## config.mk

```make
export PLATFORM = sky130hd
export DESIGN_NAME = bypass_crossfade
export DESIGN_NICKNAME = d
export VERILOG_FILES = /design/src/rtl/audio_pkg.sv /design/src/rtl/xfade_mac.sv /design/src/rtl/bypass_crossfade.sv
export SDC_FILE = /design/constraint.sdc
export NUM_CORES = 1
export LEC_CHECK = 0
export BUFFER_PORTS_ARGS = -buffer_cell sky130_fd_sc_hd__buf_4
export CORE_ASPECT_RATIO = 0.5
export CORE_MARGIN = 3
export CORE_UTILIZATION = 53
export DETAILED_ROUTE_END_ITERATION = 8
export HOLD_SLACK_MARGIN = 0.15
export PLACE_DENSITY = 0.8
export SLEW_MARGIN = 20
export SYNTH_ARGS = -nofsm -noshare
export SYNTH_HDL_FRONTEND = slang
export SYNTH_SLANG_ARGS = --single-unit
export TNS_END_PERCENT = 100
```

## constraint.sdc

```tcl
create_clock -name clk -period 7.4 [get_ports clk]
set_input_delay 0.74 -clock clk [delete_from_list [all_inputs] [get_ports clk]]
set_output_delay 0.74 -clock clk [all_outputs]
set_load 0.05 [all_outputs]
```

## src/rtl/audio_pkg.sv

```systemverilog
// Shared audio-path types and constants for the codec output stage.
// Used by the crossfade FSM and its mixing pipeline.
package audio_pkg;

    localparam int AUDIO_W = 24;

    typedef enum logic [1:0] {
        BYPASS,
        FADE_IN,
        FILTERED,
        FADE_OUT
    } xfade_state_t;

    function automatic int full_count(input int log2);
        return 1 << log2;
    endfunction

endpackage

```

## src/rtl/xfade_mac.sv

```systemverilog
// Two-stage dry/wet mixer: out = dry + ((wet - dry) * g) >>> FADE_LOG2.
// Stage 1 registers dry and the product, stage 2 adds the scaled difference.
module xfade_mac
    import audio_pkg::*;
#(
    parameter int W         = AUDIO_W,
    parameter int FADE_LOG2 = 8
) (
    input  logic                  clk,
    input  logic                  reset,
    input  logic                  in_valid,
    input  logic signed [W-1:0]   dry,
    input  logic signed [W-1:0]   wet,
    input  logic [FADE_LOG2:0]    g,
    output logic signed [W-1:0]   out,
    output logic                  out_valid
);

    localparam int PW = W + FADE_LOG2 + 2;

    logic signed [W:0]    diff;
    logic signed [PW-1:0] diff_x;
    logic signed [PW-1:0] g_x;
    logic signed [PW-1:0] prod;
    logic signed [PW-1:0] prod_q;
    logic signed [W-1:0]  dry_q;
    logic signed [PW-1:0] dry_x;
    logic                 v1;

    assign diff   = {wet[W-1], wet} - {dry[W-1], dry};
    assign diff_x = {{(PW-W-1){diff[W]}}, diff};
    assign g_x    = {{(PW-FADE_LOG2-1){1'b0}}, g};
    assign prod   = diff_x * g_x;
    assign dry_x  = {{(PW-W){dry_q[W-1]}}, dry_q};

    // The mix is a convex combination, so the low W bits are exact.
    always_ff @(posedge clk) begin
        if (reset) begin
            v1        <= 1'b0;
            out_valid <= 1'b0;
            dry_q     <= '0;
            prod_q    <= '0;
            out       <= '0;
        end else begin
            v1        <= in_valid;
            out_valid <= v1;
            if (in_valid) begin
                dry_q  <= dry;
                prod_q <= prod;
            end
            if (v1) begin
                out <= W'(dry_x + (prod_q >>> FADE_LOG2));
            end
        end
    end

endmodule

```

## src/rtl/bypass_crossfade.sv

```systemverilog
// Click-free dry/wet switch: ramps the wet gain one step per codec sample
// whenever the enable request differs from the settled state.
module bypass_crossfade
    import audio_pkg::*;
#(
    parameter int W         = AUDIO_W,
    parameter int FADE_LOG2 = 8
) (
    input  logic                  clk,
    input  logic                  reset,
    input  logic                  sample_trig,
    input  logic                  enable,
    input  logic signed [W-1:0]   dry_in,
    input  logic signed [W-1:0]   wet_in,
    output logic signed [W-1:0]   data_out,
    output logic                  out_valid,
    output logic                  fading,
    output logic [FADE_LOG2:0]    gain
);

    localparam logic [FADE_LOG2:0] FULL  =
        (FADE_LOG2+1)'(full_count(FADE_LOG2));
    localparam logic [FADE_LOG2:0] G_ONE = (FADE_LOG2+1)'(1);

    xfade_state_t       state;
    logic [FADE_LOG2:0] g_up;
    logic [FADE_LOG2:0] g_dn;

    assign g_up = gain + G_ONE;
    assign g_dn = gain - G_ONE;

    // The mixer sees the gain before this trigger's update.
    xfade_mac #(
        .W         (W),
        .FADE_LOG2 (FADE_LOG2)
    ) u_mac (
        .clk       (clk),
        .reset     (reset),
        .in_valid  (sample_trig),
        .dry       (dry_in),
        .wet       (wet_in),
        .g         (gain),
        .out       (data_out),
        .out_valid (out_valid)
    );

    always_ff @(posedge clk) begin
        if (reset) begin
            state  <= BYPASS;
            gain   <= '0;
            fading <= 1'b0;
        end else if (sample_trig) begin
            unique case (state)
                BYPASS: begin
                    if (enable) begin
                        gain   <= G_ONE;
                        state  <= FADE_IN;
                        fading <= 1'b1;
                    end
                end
                FILTERED: begin
                    if (!enable) begin
                        gain   <= FULL - G_ONE;
                        state  <= FADE_OUT;
                        fading <= 1'b1;
                    end
                end
                FADE_IN, FADE_OUT: begin
                    if (enable) begin
                        gain <= g_up;
                        if (g_up == FULL) begin
                            state  <= FILTERED;
                            fading <= 1'b0;
                        end else begin
                            state  <= FADE_IN;
                            fading <= 1'b1;
                        end
                    end else begin
                        gain <= g_dn;
                        if (g_dn == '0) begin
                            state  <= BYPASS;
                            fading <= 1'b0;
                        end else begin
                            state  <= FADE_OUT;
                            fading <= 1'b1;
                        end
                    end
                end
                default: begin
                    state  <= BYPASS;
                    gain   <= '0;
                    fading <= 1'b0;
                end
            endcase
        end
    end

endmodule

```

# == Word level (Yosys, flattened, before mapping) ==
# Index checks and enable logic that the tools add are counted.
# totals
out_inout_bits,35
regBits,94
ramBits,0
mem_count,0
wordCells,39
in_bits,52
latch_bits,0
rom_bits,0
# op_classes
reduce_logical,4
n_lt_le_gt_ge,0
div_mod_pow,0
muxes,16
shift,0
n_mul,1
n_eq_ne,6
add_sub_neg,4
bitwise,0
# ops
cell,count
multiplier 25 x 10 -> 32 bit,1
two-way mux 9 bit,3
one-hot mux 9 bit (3 select lines),1
subtractor 24 x 24 -> 25 bit,1
adder 24 bit,1
two-way mux 2 bit,5
adder 9 x 1 -> 9 bit (second input constant),1
equality test 9 bit (second input constant),1
zero test 9 bit,1
subtractor 9 x 1 -> 9 bit (second input constant),1
one-hot mux 2 bit (3 select lines),1
two-way mux 1 bit,5
equality test 2 bit (second input constant),2
inequality test 2 bit (second input constant),2
one-hot mux 1 bit (3 select lines),1
AND reduction 3 bit,1
equality test 2 x 1 -> 1 bit (second input constant),1
zero test 2 bit,1
OR reduction 2 bit,1

# == Logic depth before layout (Yosys ltp) ==
# Gate-level depths: netlist (run 1).
# logic_depth
word_depth,5
ltp_mapped,33
ltp_nobuf,32

# == Modules after synthesis ==
# A second synthesis (run 1) with hierarchy kept.
# unflattened
cells_unflattened,1551
area_unflattened_um2,13420.4
# by_module_without_submodules
mod,n_inst,seq_area_each_um2,cells_each,area_each_um2
xfade_mac,1,1481.4,1418,12346.8
bypass_crossfade,1,240.2,133,1073.5

# == Worst setup path before layout (run 1) ==
# OpenSTA, ideal clock, no wires.
# synth_path
kind,input-to-reg
start,input wet_in[0]
end,register u_mac.prod_q[30]
stages,31
setup_slack_ns,-0.233
n_path_buf,0
arrival_ns,7.512
path_cell_list,inv_1 > ha_1 > fa_1 > nor2b_1 > o31a_1 > o221ai_4 > o21ai_2 > a221oi_4 > o21bai_1 > a21o_1 > xor2_1 > nand2_1 > fa_1 > inv_1 > fa_1 > fa_1 > fa_1 > inv_1 > fa_1 > inv_1 > ha_1 > and3_1 > a221o_1 > a21oi_1 > o22ai_1 > o21ba_2 > a21oi_1 > a21o_1 > a21oi_1 > xor2_1 > o21ai_0
# synth_between
elab_chain_cells,2
# synth_lines
item,line_no,text
from (decl),bypass_crossfade.sv:14,"input logic signed [W-1:0] wet_in,"
subtractor 24 x 24 -> 25 bit,xfade_mac.sv:30,"assign diff = {wet[W-1], wet} - {dry[W-1], dry};"
multiplier 25 x 10 -> 32 bit,xfade_mac.sv:33,assign prod = diff_x * g_x;
to (signal assigned),xfade_mac.sv:49,prod_q <= prod;
to (decl),xfade_mac.sv:25,logic signed [PW-1:0] prod_q;
# No other way between the ends.
# A chain may end at the register's enable or synchronous reset.

# == Worst setup path in the final report (run 1) ==
# layout_path
start,input dry_in[11]
end,register u_mac.prod_q[29]
# layout_between
elab_chain_cells,2
# layout_lines
item,line_no,text
from (decl),bypass_crossfade.sv:13,"input logic signed [W-1:0] dry_in,"
subtractor 24 x 24 -> 25 bit,xfade_mac.sv:30,
multiplier 25 x 10 -> 32 bit,xfade_mac.sv:33,
# No other way between the ends.

==> impl_metrics.toml, run 1 <==
[worst_setup_path]
path_delay_family = "adder cells"
reg2reg_slack_ns = 1.24
reg2reg_from = "gain[1]$_SDFFE_PP0P_"
crit_arrival_ns = 7.73
required_ns = 7.61
start_kind = "primary input"
r2r_end = "u_mac.prod_q[29]$_SDFFE_PP0P_"
crit_top_cell = "fa_1"
cp_max_fo = 5
critPathCaptureType = "register"
reg2reg_depth = 22
crit_type = "in -> reg"
crit_path_end = "u_mac.prod_q[29]$_SDFFE_PP0P_"
cp_slowest_stage_delay_ns = 0.56
cp.depth = 32
critPathLaunch = "dry_in[11]"
slowest_stage = "fa_1"
critical_path_buf_inv_count = 7

[synthesis]
ys_seq_elements = 86
avgSynthCellArea_um2 = 8.48
ys.warnings.count = 0
synthArstFlopShare = 0
ys_seq_area_frac = 0.133
synth-edff-count = 0
netlist_instances = 1526
synth_flop_cell = "dfxtp_1"
synth_area_um2 = 12900
yosysTopAreaCell = "fa_1"
yosysTopAreaCellShare = 0.269
ys_types = 63
syn-num-nets = 1868
synthTopCellsByArea = "fa_1, dfxtp_1, ha_1, inv_1, mux2i_1"

[clocking]
postCtsHoldBufs = 0
cts_buffer_depth = 2
root_buffer = "clkbuf_16"
numCtsBuffers = 9
cts.sinks = 86
cts_max_level = 3
clkTransAtPathRegs_ns = 0.06
cts_tree = "done"
insertion_delay_ns = 0.36

[placement]
dpl_cell_area_um2 = 15000
post-place-ws_ns = -0.860
gp_congestion = 0.871
port-buffer-count = 86
dp_hpwl_um = 26600

[die]
dieArea_um2 = 26400
chipHeight_um = 116
pin_count = 87
core_area_um2 = 23400
start_util = 0.554
num_rows = 39
die_x_um = 227

[global_route]
grt_util_met1 = 0.340
use_met2 = 0.464
grt_pass1_wl_um = 56300
antenna_found_initial = 0
grt_pass1_vias = 11453
grt_max_degree = 87
grt_use_total = 0.270
overflow = 0
grt.busiest_layer = "met2"
met3_usage = 0.0618

[detailed_routing]
drt-wirelength-per-cell_um = 17.6
routed_wl_um = 36200
via_count = 11529
firstDrtPassIters = 6
final_antenna_net_count = 0
vias_per_cell = 5.60
drt_iter0_drc = 904
drc_errors = 0

[finish]
fillers = 1694
drive_above_1_share = 0.223
nets = 2091
syn_to_final_growth_pct = 24.1
design_area_um2 = 16100
antenna_cells = 0

[timing]
timing.fmax_ghz = 0.133
rsz0062_at_grt = "true"
period_share = 1.02
finalHoldViolations = 0
skew_ns = 0.0128
maxSlewHeadroom = 0.364
fin_crit_ns = 7.52
finalSetupViolations = 6
worst_slack_ns = -0.117
tightest_slew_ns = 0.955
drv_slew = 0

[run_status]
failed_checks = "negative setup slack"
status = "complete, but fails checks"

[min_path]
hp-start = "u_mac.prod_q[30]$_SDFFE_PP0P_"
hold_path.class = "reg -> reg"

[power_and_ir_drop]
p_leak_uw = 0.00793
vdd_drop_max_mv = 0.170
powerDensity_nw_per_um2 = 220

[run]
drv_cap = 0
## cell families (layout without fill, tap and decap cells)
kind of cell / count (synthesis) / count (layout) / share of synthesized area
xor+xnor: 76 / 76 / 0.0514
simple gates: 507 / 507 / 0.189
buf+inv: 291 / 518 / 0.0848
fa+ha+maj: 290 / 290 / 0.381
mux: 62 / 62 / 0.0481
flops: 86 / 86 / 0.133
compound gates: 214 / 214 / 0.112
## sequential cells by signal, summed over array words and instances (netlist names), named ones only
signal / flops
u_mac.out_valid: 1
u_mac.out: 24
state: 1
u_mac.v1: 1
u_mac.dry_q: 24
fading: 1
u_mac.prod_q: 24
gain: 9
## cells in the mapped netlist (all sizes together) (4+ instances only)
| cell | instances |
|---|---|
| nand3 | 36 |
| a21o | 26 |
| fa | 174 |
| o21ai | 41 |
| and2 | 93 |
| nor3 | 34 |
| mux2i | 61 |
| and3 | 6 |
| a31oi | 7 |
| a21oi | 57 |
| nand2b | 22 |
| xnor2 | 58 |
| nand2 | 129 |
| nor4 | 4 |
| a211oi | 15 |
| o21a | 16 |
| clkbuf | 56 |
| o21bai | 11 |
| o311ai | 10 |
| nor2b | 14 |
| xor2 | 18 |
| o31ai | 5 |
| ha | 116 |
| nand4 | 6 |
| inv | 229 |
| buf | 5 |
| dfxtp | 86 |
| or3 | 7 |
| nand3b | 11 |
| nor2 | 137 |
## worst min path at each step
stage	end	slack, ns	cells after the start
floorplan	u_mac.prod_q[13]$_SDFFE_PP0P_	0.43	2
global placement	u_mac.prod_q[30]$_SDFFE_PP0P_	0.47	2
detailed placement	u_mac.prod_q[11]$_SDFFE_PP0P_	0.47	2
CTS	u_mac.out[1]$_SDFFE_PP0P_	0.48	2
global route	u_mac.prod_q[30]$_SDFFE_PP0P_	0.50	2
finish	u_mac.prod_q[30]$_SDFFE_PP0P_	0.47	2
## power breakdown
group          internal (uW)  total, uW  switching [uW]  leakage (uW)
Combinational           1150       2480            1330       0.00709
Clock                    235        438             202      0.000135
Sequential               547        614            67.1      0.000706
## routing by layer
metal / part of all wire / vias to the layer above / routed length, um
met4: 0.026 / 0 / 951
li1: - / 5387 / -
met3: 0.072 / 76 / 2610
met1: 0.41 / 5663 / 14700
met2: 0.50 / 403 / 18000
met5: 0 / - / 0
## layout make-up
class | instances | area, um2 | share of cell area
multi-input cells | 1149 | 10700 | 0.667
repair buffers | 273 | 2100 | 0.131
flip-flops and latches | 86 | 1720 | 0.107
inverters | 230 | 866 | 0.0539
well taps | 307 | 384 | 0.0239
clock buffers | 10 | 239 | 0.0149
clock inverters | 5 | 35.0 | 0.00218
## metrics by stage
| stage | total power, uW | hold WS [ns] | cells | setup TNS, ns | util |
|---|---|---|---|---|---|
| after global routing | 3820 | 0.496 | 2060 | -2.42 | 0.687 |
| after floorplan | 2080 | 0.429 | 1526 | 0 | - |
| final | 3530 | 0.470 | 2060 | -0.403 | 0.687 |
| after global placement | 2750 | 0.465 | 2013 | -6.63 | 0.641 |
| after detailed placement | 2810 | 0.473 | 2013 | -9.72 | 0.641 |
| after CTS | 3370 | 0.484 | 2043 | 0 | 0.669 |
## cells in the final DEF, fill, tap and decap left out, types with 13 or more instances in the layout
cell type and instances:
ha_1 100, xor2_1 17, ha_4 15, a21o_1 26, and2_1 93, nand3_1 36, inv_1 220, buf_4 262
a21oi_1 41, o21a_1 16, fa_1 170, nor3_1 29, o21ai_0 23, mux2i_1 61, dfxtp_1 86, xnor2_1 49
nand2b_1 21, nor2_1 131, a21oi_2 13, nand2_1 121
## tightest hold or removal path, delay by kind of cell (launching register included)
family | cells | cell delay (ns)
DFF | 1 | 0.32
and+or+nand+nor | 1 | 0.06
AOI/OAI and AO/OA | 1 | 0.05
## repair_timing
item / in CTS / in global routing
resized for setup: 54 / 66
setup endpoints to repair: 15 / 17
gates cloned: 0 / 0
pin swaps: 68 / 98
buffers inserted: 15 / 18
No activity file was read; power rests on OpenSTA's default activity.
==> inputs of run 2 (changes only) <==
--- a/config.mk
+++ b/config.mk
@@ -6,7 +6,6 @@
 export NUM_CORES = 1
 export LEC_CHECK = 0
 export BUFFER_PORTS_ARGS = -buffer_cell sky130_fd_sc_hd__buf_4
-export CORE_ASPECT_RATIO = 0.5
 export CORE_MARGIN = 3
 export CORE_UTILIZATION = 53
 export DETAILED_ROUTE_END_ITERATION = 8
==> run 2 against run 1 <==
The run still ends with negative setup slack left. Global-route usage is essentially flat. Maximum frequency decreased by 1.3%. Non-clock buffer count shrank 2. Register-to-register slack worse by 0.18 ns. Critical path type unchanged.
==> impl_metrics.toml, run 2 (synthesized netlist as in run 1, its figures left out) <==
[placement]
gp_congestion = 0.892
dp_hpwl_um = 26800
port-buffer-count = 86
post-place-ws_ns = -0.665
dp_cells = 2015

[timing]
drv_slew = 0
skew_ns = 0.00961
maxSlewHeadroom = 0.368
finalHoldViolations = 0
rsz0062_at_grt = "true"
holdWs_ns = 0.466
worst_slack_ns = -0.213
finalSetupTns_ns = -0.967
finalSetupViolations = 9
tightest_slew_ns = 0.947
period_share = 1.03
fin_crit_ns = 7.61
timing.fmax_ghz = 0.131

[clocking]
postCtsHoldBufs = 0
cts_buffer_depth = 2
cts.sinks = 86
cts_max_level = 3
insertion_delay_ns = 0.35
root_buffer = "clkbuf_16"
clkTransAtPathRegs_ns = 0.08
cts_tree = "done"
numCtsBuffers = 9

[worst_setup_path]
critPathCaptureType = "register"
cp_max_fo = 4
start_kind = "primary input"
crit_arrival_ns = 7.88
path_delay_family = "adder cells"
crit_top_cell = "fa_1"
crit_type = "in -> reg"
cp_slowest_stage_delay_ns = 0.59
r2r_end = "u_mac.prod_q[24]$_SDFFE_PP0P_"
reg2reg_from = "gain[3]$_SDFFE_PP0P_"
slowest_stage = "fa_2"
critical_path_buf_inv_count = 6
reg2reg_depth = 24
reg2reg_slack_ns = 1.06
required_ns = 7.67

[global_route]
grt_max_degree = 87
grt_use_total = 0.269
antenna_found_initial = 0
overflow = 0
grt_pass1_wl_um = 57400
grt_pass1_vias = 11749

[finish]
fillers = 1665
antenna_cells = 0
drive_above_1_share = 0.232
nets = 2089
syn_to_final_growth_pct = 25.0
layout_common_cells = "buf_4, inv_1, fa_1"
final_common_cell = "buf_4"
biggestRegsByFlops = "u_mac.dry_q x24, u_mac.out x24, u_mac.prod_q x24"
final_util = 0.681
fin_cells = 2070

[die]
pin_count = 87
core_area_um2 = 23800
die_x_um = 162
chipHeight_um = 162
num_rows = 56
dieArea_um2 = 26300
start_util = 0.545

[detailed_routing]
drt-wirelength-per-cell_um = 18.6
drt_iter0_drc = 925
via_count = 11947
firstDrtPassIters = 8
vias_per_cell = 5.77
drc_errors = 0
routed_wl_um = 38500
final_antenna_net_count = 0

[run_status]
status = "complete, but fails checks"
failed_checks = "negative setup slack"

[min_path]
holdPathStages = 2
hold_path.class = "reg -> reg"
hp-start = "u_mac.prod_q[30]$_SDFFE_PP0P_"
min_to = "u_mac.prod_q[30]$_SDFFE_PP0P_"

[power_and_ir_drop]
vdd_drop_max_mv = 0.197
powerDensity_nw_per_um2 = 231
p_leak_uw = 0.00792

[run]
drv_cap = 0
run 2: cell types whose count changed in the layout (fill, tap and decap cells not counted), sizes merged:
cell      previous run  this run
clkinv               4         1
buf                273       271
clkinvlp             1         3
bufinv               0         1
clkbuf              10         9
inv                230       231
run 2: worst max-delay path by stage:
stage,start,endpoint,slack [ns],cells after the start
floorplan,wet_in[0],u_mac.prod_q[30]$_SDFFE_PP0P_,0.009,31
finish,dry_in[2],u_mac.prod_q[24]$_SDFFE_PP0P_,-0.21,33
detailed placement,wet_in[0],u_mac.prod_q[30]$_SDFFE_PP0P_,-0.67,33
CTS,wet_in[0],u_mac.prod_q[29]$_SDFFE_PP0P_,-0.03,32
global route,dry_in[11],u_mac.prod_q[24]$_SDFFE_PP0P_,-0.41,34
global placement,dry_in[2],u_mac.prod_q[30]$_SDFFE_PP0P_,-0.49,34
run 2: worst min-delay path, delay by kind of cell, from the launching register on:
| kind | cells | cell delay [ns] |
|---|---|---|
| compound gates | 1 | 0.05 |
| flops | 1 | 0.32 |
| simple gates | 1 | 0.05 |
run 2: power by group:
group          switching [uW]  internal (uW)  total [uW]
clock network             225            263         488
registers                67.1            547         614
logic                    1410           1230        2640
total                    1700           2040        3740
run 2: metrics by stage:
step / cell area (um2) / total power [uW]
floorplan: 13000 / 2080
global placement: 14900 / 2740
detailed placement: 14900 / 2840
CTS: 15500 / 3400
global route: 16200 / 3990
finish: 16200 / 3740
run 2: what timing repair did:
item | 4_1_cts | 5_1_grt
endpoints found under the setup margin | 13 | 17
hold endpoints to repair | 0 | 0
buffers inserted | 8 | 33
pin swaps | 52 | 149
gates resized for setup | 47 | 102
run 2: per-layer routing:
metal	GRT usage	routed length (um)
met5	0	0
met4	0.0849	1800
met2	0.482	19500
met3	0.0319	2570
met1	0.339	14600
run 2: cell type report:
type                       count  area, um2  area share
clock buffer                   9        225      0.0139
clock inverter                 6       70.1     0.00433
inverter                     230        866      0.0535
multi-input combinational   1149      10800       0.667
sequential                    86       1720       0.106
tap                          319        399      0.0247
timing repair buffer         271       2100       0.130
==> inputs of run 3 (changes only) <==
--- a/config.mk
+++ b/config.mk
@@ -5,12 +5,12 @@
 export SDC_FILE = /design/constraint.sdc
 export NUM_CORES = 1
 export LEC_CHECK = 0
-export BUFFER_PORTS_ARGS = -buffer_cell sky130_fd_sc_hd__buf_4
 export CORE_MARGIN = 3
 export CORE_UTILIZATION = 53
 export DETAILED_ROUTE_END_ITERATION = 8
+export DONT_BUFFER_PORTS = 1
 export HOLD_SLACK_MARGIN = 0.15
-export PLACE_DENSITY = 0.8
+export PLACE_DENSITY = 0.77
 export SLEW_MARGIN = 20
 export SYNTH_ARGS = -nofsm -noshare
 export SYNTH_HDL_FRONTEND = slang
==> run 3 against run 2 <==
Clock power fell by 4%. Clock-buffer cell count rose by 1. Utilization fell by 4.8 points. The run still ends with negative setup slack left. Design area fell by 7.0%. Flip-flop and latch count did not move. Wire length fell by 12%. Register-to-register slack barely moved. Clock skew rose by 0.011 ns. Sequential power rose by 12%. Maximum frequency rose by 2.7%. Worst hold slack got worse by 0.0039 ns.
==> impl_metrics.toml, run 3 (synthesized netlist as in run 1, its figures left out) <==
[run_status]
status = "complete, but fails checks"
failed_checks = "negative setup slack"

[timing]
finalSetupViolations = 1
skew_ns = 0.0210
maxSlewHeadroom = 0.285
rsz0062_at_grt = "true"
fin_crit_ns = 7.41
finalSetupTns_ns = -0.0118
period_share = 1.00
tightest_slew_ns = 1.07
finalHoldViolations = 0
drv_slew = 0
worst_slack_ns = -0.0118
holdWs_ns = 0.463
timing.fmax_ghz = 0.135

[global_route]
grt.busiest_layer = "met2"
met3_usage = 0.0472
overflow = 0
grt_pass1_vias = 11193
use_met2 = 0.436
grt_use_total = 0.258
grt_max_degree = 87
antenna_found_initial = 0
grt_pass1_wl_um = 54900
grt_util_met1 = 0.332

[finish]
fillers = 1912
antenna_cells = 0
nets = 1975
seq_area_um2 = 1720
layout_common_cells = "inv_1, fa_1, buf_4"
syn_to_final_growth_pct = 16.2
design_area_um2 = 15000
drive_above_1_share = 0.155
final_common_cell = "inv_1"
multi_input_area_um2 = 10500
biggestRegsByFlops = "u_mac.dry_q x24, u_mac.out x24, u_mac.prod_q x24"

[placement]
gp_congestion = 0.893
dpl_cell_area_um2 = 14200
port-buffer-count = 0
dp_hpwl_um = 25900

[worst_setup_path]
crit_type = "in -> reg"
crit_top_cell = "fa_1"
cp_slowest_stage_delay_ns = 0.54
cp_max_fo = 4
start_kind = "primary input"
reg2reg_depth = 21
crit_arrival_ns = 7.66
required_ns = 7.65
slowest_stage = "fa_1"
critPathCaptureType = "register"

[detailed_routing]
drc_errors = 0
vias_per_cell = 5.65
firstDrtPassIters = 5
drt-wirelength-per-cell_um = 17.4
via_count = 11058
final_antenna_net_count = 0
drt_iter0_drc = 652
routed_wl_um = 34000

[power_and_ir_drop]
clkPwrFrac = 0.139
swShare = 0.450
seqPwrFrac = 0.203
p_int_uw = 1860
powerDensity_nw_per_um2 = 225
power.switching_uw = 1530
vdd_drop_max_mv = 0.152
combPwrFrac = 0.658
p_leak_uw = 0.00733

[die]
start_util = 0.545
chipHeight_um = 162
core_area_um2 = 23800
num_rows = 56
die_x_um = 162
dieArea_um2 = 26300
pin_count = 87

[run]
drv_cap = 0

[min_path]
hold_path.class = "in -> reg"
holdPathStages = 1

[clocking]
root_buffer = "clkbuf_16"
numCtsBuffers = 9
cts_max_level = 3
insertion_delay_ns = 0.37
clkTransAtPathRegs_ns = 0.07
postCtsHoldBufs = 0
cts.sinks = 86
cts_buffer_depth = 2
cts_tree = "done"
## run 3: cell count changes in the layout (fill, tap and decap cells not counted), sizes merged
cell / change
clkinv: +2
buf: -114
clkbuf: +1
inv: -3
## run 3: per-layer routing
| metal | wire [um] | part of all wire |
|---|---|---|
| met3 | 2050 | 0.060 |
| met5 | 0 | 0 |
| met4 | 1010 | 0.030 |
| met2 | 17000 | 0.50 |
| met1 | 14000 | 0.41 |
## run 3: power groups by stage
stage | clock, uW | combinational (uW) | sequential [uW]
floorplan | 0 | 1410 | 669
global placement | 0 | 1970 | 695
detailed placement | 0 | 2030 | 698
CTS | 481 | 2080 | 688
global route | 496 | 2480 | 699
finish | 470 | 2230 | 688
## run 3: repair_timing
action	in CTS	in global routing
pin swaps	21	80
gates resized for setup	21	68
hold endpoints to repair	0	0
endpoints found under the setup margin	8	15
setup buffers	5	16
## run 3: layout make-up
type | instances | share of cell area
multi-input combinational | 1149 | 0.701
sequential | 86 | 0.115
timing repair buffer | 157 | 0.0799
inverter | 230 | 0.0582
tap | 319 | 0.0265
clock buffer | 10 | 0.0152
clock inverter | 5 | 0.00408
## run 3: worst paths after layout
| path | start | end | slack, ns |
|---|---|---|---|
| min reg2reg | u_mac.prod_q[30]$_SDFFE_PP0P_ | u_mac.prod_q[30]$_SDFFE_PP0P_ | 0.47 |
| max reg2reg | gain[5]$_SDFFE_PP0P_ | u_mac.prod_q[30]$_SDFFE_PP0P_ | 1.07 |
| max | wet_in[0] | u_mac.prod_q[30]$_SDFFE_PP0P_ | -0.01 |
| min | reset | u_mac.out[15]$_SDFFE_PP0P_ | 0.46 |
## run 3: through the flow
step                std cells  setup slack, ns   util  power [uW]
floorplan                1526          0.00873      -        2080
global placement         1920           -0.443  0.598        2660
detailed placement       1920           -0.582  0.598        2730
CTS                      1940           0.0143  0.616        3250
global route             1956           -0.346  0.633        3670
finish                   1956          -0.0118  0.633        3390
## run 3: critical path: cells and delay by family
kind / cells / cell delay, ns
fa+ha+maj: 8 / 3.35
buf+inv: 9 / 0.89
xor+xnor: 2 / 0.28
simple gates: 2 / 0.19
compound gates: 14 / 2.21
